$ cat src/rtl/hazard_scoreboard.sv
// Pipeline hazard unit: stall/flush/forward control for a 5-stage pipeline,
// including an iterative-divider stall sequencer and precise exception flush.
module hazard_scoreboard #(
  parameter int unsigned AW          = 5,
  parameter int unsigned DIV_LAT     = 33,
  parameter bit          BRANCH_IN_D = 1'b1
) (
  input  logic          clk,
  input  logic          resetn,

  input  logic [AW-1:0] rsD,
  input  logic [AW-1:0] rtD,
  input  logic          use_rsD,
  input  logic          use_rtD,
  input  logic          branchD,
  input  logic          regjumpD,

  input  logic [AW-1:0] rsE,
  input  logic [AW-1:0] rtE,
  input  logic [AW-1:0] writeregE,
  input  logic          regwriteE,
  input  logic          memtoregE,
  input  logic          div_startE,

  input  logic [AW-1:0] writeregM,
  input  logic          regwriteM,
  input  logic          memtoregM,
  input  logic          exceptM,

  input  logic [AW-1:0] writeregW,
  input  logic          regwriteW,

  input  logic          i_stall,
  input  logic          d_stall,

  output logic          stallF,
  output logic          stallD,
  output logic          stallE,
  output logic          stallM,
  output logic          stallW,
  output logic          flushD,
  output logic          flushE,
  output logic          flushM,
  output logic          flushW,
  output logic          flush_pc_sel,

  output logic          forwardaD,
  output logic          forwardbD,
  output logic [1:0]    forwardaE,
  output logic [1:0]    forwardbE,

  output logic          div_busy,
  output logic          div_doneE
);

  localparam logic [1:0] IDLE = 2'd0;
  localparam logic [1:0] BUSY = 2'd1;
  localparam logic [1:0] DONE = 2'd2;

  localparam logic [7:0] CntLoad = 8'(DIV_LAT - 1);

  logic [1:0] stateQ, stateD;
  logic [7:0] cntQ, cntD;
  logic       flushPendQ, flushPendD;

  logic freeze;
  logic flushIssue;
  logic divStall;
  logic lwStall;
  logic brStall;

  // A result the branch comparator would need that is not yet available in D:
  // an ALU result still in E, or a load result still in M.
  function automatic logic pendingWrite(input logic [AW-1:0] r);
    logic inE, inM;
    inE = regwriteE & (writeregE != '0) & (writeregE == r);
    inM = memtoregM & (writeregM != '0) & (writeregM == r);
    return inE | inM;
  endfunction

  function automatic logic [1:0] fwdSelE(input logic [AW-1:0] r);
    logic [1:0] sel;
    sel = 2'b00;
    if ((r != '0) && regwriteM && (writeregM == r)) begin
      sel = 2'b10;
    end else if ((r != '0) && regwriteW && (writeregW == r)) begin
      sel = 2'b01;
    end
    return sel;
  endfunction

  assign freeze     = i_stall | d_stall;
  assign flushIssue = (exceptM | flushPendQ) & ~freeze;

  assign lwStall = memtoregE & regwriteE & (writeregE != '0) &
                   ((use_rsD & (writeregE == rsD)) | (use_rtD & (writeregE == rtD)));

  assign brStall = BRANCH_IN_D &
                   ((branchD & (pendingWrite(rsD) | pendingWrite(rtD))) |
                    (regjumpD & pendingWrite(rsD)));

  assign divStall = ((stateQ == IDLE) & div_startE & ~freeze) | (stateQ == BUSY);

  assign div_busy  = (stateQ != IDLE);
  assign div_doneE = (stateQ == DONE);

  // Forwarding
  assign forwardaD = BRANCH_IN_D & (rsD != '0) & regwriteM & (writeregM == rsD);
  assign forwardbD = BRANCH_IN_D & (rtD != '0) & regwriteM & (writeregM == rtD);
  assign forwardaE = fwdSelE(rsE);
  assign forwardbE = fwdSelE(rtE);

  // Divider sequencer next state; an issued exception flush aborts any division.
  always_comb begin
    stateD = stateQ;
    cntD   = cntQ;
    if (flushIssue) begin
      stateD = IDLE;
      cntD   = 8'd0;
    end else begin
      case (stateQ)
        IDLE: begin
          if (div_startE && !freeze) begin
            stateD = BUSY;
            cntD   = CntLoad;
          end
        end
        BUSY: begin
          if (!freeze) begin
            cntD = cntQ - 8'd1;
            if (cntQ == 8'd1) begin
              stateD = DONE;
            end
          end
        end
        DONE: begin
          if (!freeze) begin
            stateD = IDLE;
          end
        end
        default: begin
          stateD = IDLE;
          cntD   = 8'd0;
        end
      endcase
    end
  end

  // An exception seen while frozen must be replayed once the freeze lifts.
  always_comb begin
    flushPendD = flushPendQ;
    if (flushIssue) begin
      flushPendD = 1'b0;
    end else if (exceptM && freeze) begin
      flushPendD = 1'b1;
    end
  end

  always_ff @(posedge clk or negedge resetn) begin
    if (!resetn) begin
      stateQ     <= IDLE;
      cntQ       <= 8'd0;
      flushPendQ <= 1'b0;
    end else begin
      stateQ     <= stateD;
      cntQ       <= cntD;
      flushPendQ <= flushPendD;
    end
  end

  // Stall/flush arbitration: exception > freeze > divider > load/branch hazard.
  always_comb begin
    stallF       = 1'b0;
    stallD       = 1'b0;
    stallE       = 1'b0;
    stallM       = 1'b0;
    stallW       = 1'b0;
    flushD       = 1'b0;
    flushE       = 1'b0;
    flushM       = 1'b0;
    flushW       = 1'b0;
    flush_pc_sel = 1'b0;
    if (flushIssue) begin
      flushD       = 1'b1;
      flushE       = 1'b1;
      flushM       = 1'b1;
      flushW       = 1'b1;
      flush_pc_sel = 1'b1;
    end else if (freeze) begin
      stallF = 1'b1;
      stallD = 1'b1;
      stallE = 1'b1;
      stallM = 1'b1;
      stallW = 1'b1;
    end else if (divStall) begin
      stallF = 1'b1;
      stallD = 1'b1;
      stallE = 1'b1;
      flushM = 1'b1;
    end else if (lwStall || brStall) begin
      stallF = 1'b1;
      stallD = 1'b1;
      flushE = 1'b1;
    end
  end

endmodule

$ cat config.mk
export PLATFORM = sky130hd
export DESIGN_NAME = hazard_scoreboard
export DESIGN_NICKNAME = d
export VERILOG_FILES = /design/src/rtl/hazard_scoreboard.sv
export SDC_FILE = /design/constraint.sdc
export NUM_CORES = 1
export LEC_CHECK = 0
export CORE_ASPECT_RATIO = 0.5
export CORE_MARGIN = 8
export CORE_UTILIZATION = 40
export DETAILED_ROUTE_END_ITERATION = 12
export GPL_TIMING_DRIVEN = 0
export PLACE_DENSITY = 0.86
export SLEW_MARGIN = 20
export SYNTH_ARGS = -nofsm -noshare
export SYNTH_HDL_FRONTEND = slang
export SYNTH_SLANG_ARGS = --single-unit
$ cat constraint.sdc
create_clock -name clk -period 3 [get_ports clk]
set_clock_uncertainty 0.1 [all_clocks]
set_input_delay 0.6 -clock clk [delete_from_list [all_inputs] [get_ports clk]]
set_output_delay 0.6 -clock clk [all_outputs]
set_load 0.05 [all_outputs]
==> results.json, run 1 <==
{
  "p_leak_nw": 0.8727,
  "routed_wl_um": 4365,
  "routabilityCongestion": 0.8118,
  "synthAdderAreaFrac": 0.01867,
  "synth_compound_area_frac": 0.1634,
  "final_nets": 294,
  "dpl.hpwl_um": 3570,
  "synth_top_cell_by_area": "dfrtp_1",
  "outcome": "completed",
  "power_density_nw_per_um2": 448.3,
  "clk_path_buf_depth": 2,
  "synthSimpleGateAreaFrac": 0.2820,
  "antenna_cells": 0,
  "finalSetupViolCount": 0,
  "crit_path_start_kind": "primary input",
  "synthToLayoutAreaGrowth_pct": 61.34,
  "cp-end-kind": "output port",
  "vias": 1511,
  "post_drt_wl_per_cell_um": 15.53,
  "clk_pin_slew_worst_paths_ns": 0.05,
  "synth_top_area_share": 0.2054,
  "antenna_found_initial": 0,
  "multi_input_area_um2": 1094,
  "cp-startpoint": "rtE[4]",
  "numCtsBuffers": 3,
  "layout_setup_ws_ns": 0.04440,
  "synth.mux.area_fraction": 0,
  "rsz0062_at_grt": "true",
  "fmax_mhz": 338.3,
  "hold_viol_final": 0,
  "start_util": 0.4322,
  "core_region_area_um2": 3100,
  "synth_xor_area_frac": 0.2614,
  "min_from": "cntQ[7]",
  "grt_max_degree": 12,
  "grt.total_usage": 0.1538,
  "synthFlopType": "dfrtp_1",
  "die_area_um2": 5570,
  "avgSynthCellArea_um2": 7.836,
  "drv_cap": 0,
  "worst_pin_slew_ns": 0.6103,
  "max_slew_margin": 0.5931,
  "synthArstFlopShare": 1.000,
  "synth_edf_count": 0,
  "drtIter0Drc": 26,
  "slew_violations": 0,
  "peakVddDrop_mv": 0.1648,
  "overflow": 0,
  "cts_hold_buf": 0,
  "ios": 68,
  "cts_tree": "built",
  "synth_nets": 223,
  "cp_max_fo": 3,
  "root_buffer": "clkbuf_8",
  "yosysUniqueCellTypes": 39,
  "clock_sinks": 11,
  "drc": 0,
  "synth_area_um2": 1340,
  "synth_cells": 171,
  "grt_pass1_vias": 1585,
  "detail-route-antenna-nets": 0,
  "min_period_ns": 2.956,
  "yosysMostFrequentCell": "xnor2_1",
  "synth-seq-cells": 11,
  "synth_top_family_by_area": "simple AND/OR/NAND/NOR gates",
  "fp.dieH_um": 56.93,
  "cp.required_ns": 2.30,
  "die_w_um": 97.86,
  "clk-insertion-delay-late_ns": 0.24,
  "final-seq-area_um2": 275.3,
  "num_rows": 14,
  "r2r-start": "cntQ[2]",
  "synth_area_leaders": "dfrtp_1 (21%), xnor2_1 (15%), xor2_1 (11%)",
  "drive_gt1_frac": 0.2407,
  "port_buffers": 62,
  "crit_type": "primary input to output port",
  "firstDrtPassIters": 6,
  "hold_path.class": "flip-flop to flip-flop",
  "viasPerCell": 5.377,
  "critPathArrivalTime_ns": 2.26,
  "fillCellCount": 257,
  "htreeDepth": 1,
  "yosysSeqAreaShare": 0.2054,
  "synthTopCellsByCount": "xnor2_1 (23), xor2_1 (17), nor2_1 (15)",
  "post-place-ws_ns": -0.8849,
  "grt_pass1_wl_um": 7148,
  "final_util": 0.6973,
  "finalCritPeriodShare": 0.9852,
  "yosysWarningCount": 0
}
-- worst max-delay path, stage by stage --
cell and delay, ns:
clkdlybuf4s50_1 0.48, or4_4 0.45, nor2_4 0.18, nor4_4 0.08
nor4_4 0.27, buf_6 0.19
-- power by group --
part | internal [mW] | switching (mW)
logic | 0.246 | 0.313
clock network | 0.0934 | 0.0571
registers | 0.203 | 0.0558
-- cell usage in the layout (no fill, tap or decap), types with 3 or more instances in the layout --
| cell type | instances |
|---|---|
| xnor2_1 | 23 |
| dlygate4sd2_1 | 15 |
| nor3_2 | 4 |
| o21ai_1 | 5 |
| nand2_1 | 14 |
| clkbuf_1 | 3 |
| clkdlybuf4s15_2 | 3 |
| clkbuf_8 | 4 |
| nor3_1 | 3 |
| clkdlybuf4s50_1 | 25 |
| clkbuf_2 | 10 |
| dfrtp_1 | 11 |
| nand4_1 | 4 |
| buf_4 | 11 |
| buf_6 | 3 |
| or4_4 | 3 |
| xor2_1 | 17 |
| nor4_4 | 4 |
| a21oi_1 | 6 |
| nor4_1 | 3 |
| nor2_1 | 13 |
| o21ai_0 | 12 |
| inv_1 | 8 |
-- cell type report --
type / instances / area share
Multi-Input combinational cell: 142 / 0.5058
Timing Repair Buffer: 66 / 0.2743
Sequential cell: 11 / 0.1273
Buffer: 10 / 0.03472
Tap cell: 40 / 0.02315
Clock buffer: 4 / 0.02083
Inverter: 8 / 0.01389
-- per-layer routing --
| metal | wire, um | up-vias | GRT usage |
|---|---|---|---|
| met5 | 0 | - | 0 |
| met3 | 224 | 8 | 0.03313 |
| met1 | 1778 | 715 | 0.1590 |
| li1 | - | 740 | - |
| met4 | 95 | 0 | 0.07456 |
| met2 | 2265 | 48 | 0.2940 |
-- cell families (layout without fill, tap and decap cells) --
family	Yosys count	count (layout)
simple gates	65	65
flops	11	11
buf+inv	18	88
xor+xnor	40	40
fa+ha+maj	2	2
compound gates	35	35
-- state kept, by name, indices dropped and copies added (netlist names) --
signal,count
cntQ,8
stateQ,2
flushPendQ,1
-- through the flow --
step	setup TNS [ns]	hold slack (ns)	power, mW	area (um2)	cells
2_1_floorplan	-0.02651	0.2044	0.6372	1424	171
3_3_place_gp	-6.398	0.3766	0.8017	2095	273
3_5_place_dp	-6.722	0.3864	0.8253	2095	273
4_1_cts	-0.04616	0.3963	0.9723	2168	280
5_1_grt	-0.02123	0.4139	1.041	2162	281
6_report	0	0.3999	0.9692	2162	281
-- what timing repair did --
item,4_1_cts,5_1_grt
resized for setup,80,25
pin swaps,10,14
buffers inserted,3,1
setup endpoints to repair,15,7
-- worst paths after layout --
check / depth (start not counted) / end / slack, ns
max in group asynchronous: 1 / cntQ[1] / 1.87
max reg2reg: 6 / stateQ[0] / 1.12
min: 1 / cntQ[7] / 0.40
max: 6 / forwardbE[0] / 0.04
min in group asynchronous: 1 / stateQ[1] / 0.59
min reg2reg: 1 / cntQ[7] / 0.40
Note: power is estimated with default switching activity, not from simulation.
==> inputs of run 2 (changes only) <==
==> constraint.sdc (replaced) <==
create_clock -name clk -period 3 [get_ports clk]
set_clock_uncertainty 0.1 [all_clocks]
set_input_delay 0.6 -clock clk [delete_from_list [all_inputs] [get_ports clk]]
set_output_delay 0.6 -clock clk [all_outputs]
set_load 0.005 [all_outputs]
==> results.json, run 2 (synthesis results as in run 1) <==
{
  "outcome": "completed",
  "crit_path_start_kind": "primary input",
  "finalCritPeriodShare": 0.9859,
  "clockPowerShare": 0.164,
  "drive_gt1_frac": 0.2429,
  "use_met2": 0.2863,
  "grt.total_usage": 0.1520,
  "cp.required_ns": 2.30,
  "fin_cells": 287,
  "largest_register_ff_count": 8,
  "core_region_area_um2": 3100,
  "critPathBufInv": 5,
  "ios": 68,
  "drv_cap": 0,
  "antenna_cells": 0,
  "cp_cell_sequence": "buf_6, or4_4, o21ai_4, inv_2, a311oi_2, buf_4, buf_4, o211ai_1, buf_2",
  "layout_common_cells": "clkdlybuf4s50_1 (33), xnor2_1 (22), xor2_1 (17)",
  "path_delay_family": "compound AO/OA/AOI/OAI gates",
  "drtIter0Drc": 25,
  "combPwrFrac": 0.548,
  "clock_sinks": 11,
  "top_register": "cntQ",
  "whs_ns": 0.3888,
  "detail-route-antenna-nets": 0,
  "slew_violations": 0,
  "critPathArrivalTime_ns": 2.26,
  "max_stage_delay_ns": 0.54,
  "fp.dieH_um": 56.93,
  "power.internal_mw": 0.5469,
  "crit_top_cell": "buf_4",
  "clk_pin_slew_worst_paths_ns": 0.05,
  "cp-end-kind": "output port",
  "clk-insertion-delay-late_ns": 0.24,
  "overflow": 0,
  "post_drt_wl_per_cell_um": 16.00,
  "fmax_mhz": 338.1,
  "start_util": 0.4322,
  "hold_viol_final": 0,
  "final_util": 0.7066,
  "fillCellCount": 233,
  "grt_max_degree": 12,
  "routabilityCongestion": 0.8015,
  "rsz0062_at_grt": "true",
  "die_w_um": 97.86,
  "grtUsageMet3": 0.04294,
  "root_buffer": "clkbuf_8",
  "peakVddDrop_mv": 0.1440,
  "htreeDepth": 1,
  "hold_path.class": "flip-flop to flip-flop",
  "routed_wl_um": 4592,
  "final_nets": 300,
  "mostFrequentLayoutCell": "clkdlybuf4s50_1",
  "min_period_ns": 2.958,
  "grt_pass1_wl_um": 7038,
  "firstDrtPassIters": 4,
  "dpl.hpwl_um": 3443,
  "design_area_um2": 2191,
  "antenna_found_initial": 0,
  "synthToLayoutAreaGrowth_pct": 63.49,
  "die_area_um2": 5570,
  "p_switching_mw": 0.3588,
  "cts_hold_buf": 0,
  "p_leak_nw": 0.8981,
  "tns_ns": 0,
  "power_density_nw_per_um2": 413.4,
  "final-seq-area_um2": 275.3,
  "drc": 0,
  "max_slew_margin": 0.5696,
  "vias": 1557,
  "num_rows": 14,
  "multi_input_area_um2": 1066,
  "cp_max_fo": 3,
  "crit_type": "primary input to output port",
  "grtUsageMet1": 0.1575,
  "viasPerCell": 5.425,
  "postPlaceCellArea_um2": 2011,
  "numCtsBuffers": 3,
  "clk_path_buf_depth": 2,
  "r2r_slack_ns": 1.14,
  "switching_share": 0.3961,
  "finalSetupViolCount": 0,
  "top_regs": "cntQ x8, stateQ x2, flushPendQ x1",
  "grt_busiest_layer": "met2",
  "place_inst": 273,
  "worst_pin_slew_ns": 0.6457,
  "cts_tree": "built",
  "p_seq_frac": 0.288,
  "port_buffers": 62,
  "slowest_stage": "or4_4",
  "grt_pass1_vias": 1580
}
run 2: cell count changes in the layout (fill, tap and decap cells not counted), sizes merged:
| cell | before | now |
|---|---|---|
| clkdlybuf4s15 | 5 | 3 |
| clkbuf | 17 | 12 |
| buf | 16 | 23 |
| dlymetal6s2s | 2 | 3 |
| clkdlybuf4s50 | 25 | 33 |
| dlygate4sd2 | 15 | 12 |
run 2: final timing paths:
path,start,endpoint,depth (start not counted)
min in group asynchronous,resetn,stateQ[0],1
max reg2reg,cntQ[2],stateQ[0],6
min reg2reg,cntQ[7],cntQ[7],1
max,writeregE[1],flushE,9
max in group asynchronous,resetn,cntQ[1],1
min,cntQ[7],cntQ[7],1
run 2: timing repair:
item                       in CTS  in global routing
gates resized for setup        52                 40
pin swaps                      12                 13
setup buffers                  10                  0
setup endpoints to repair       7                  6
gates cloned                    0                  0
run 2: per-layer routing:
layer	part of all wire	routed length, um
met1	0.40	1837
met2	0.51	2355
met3	0.057	262
met4	0.030	137
met5	0	0
run 2: layout make-up:
cell class	count	area share
Multi-Input combinational cell	142	0.4866
Timing Repair Buffer	72	0.2958
Sequential cell	11	0.1256
Buffer	10	0.03484
Tap cell	40	0.02284
Clock buffer	4	0.02056
Inverter	8	0.01371
run 2: power by group through the flow:
stage / clock [mW] / sequential (mW) / combinational, mW
detailed placement: 0 / 0.261 / 0.481
finish: 0.149 / 0.261 / 0.497
CTS: 0.151 / 0.259 / 0.483
global route: 0.161 / 0.271 / 0.553
global placement: 0 / 0.257 / 0.465
floorplan: 0 / 0.247 / 0.310
run 2: stage by stage:
stage	power [mW]	setup slack [ns]
floorplan	0.5568	0.3748
global placement	0.7221	-0.5611
detailed placement	0.7424	-0.5890
CTS	0.8925	0.01308
global route	0.9853	-0.04887
finish	0.9057	0.04229
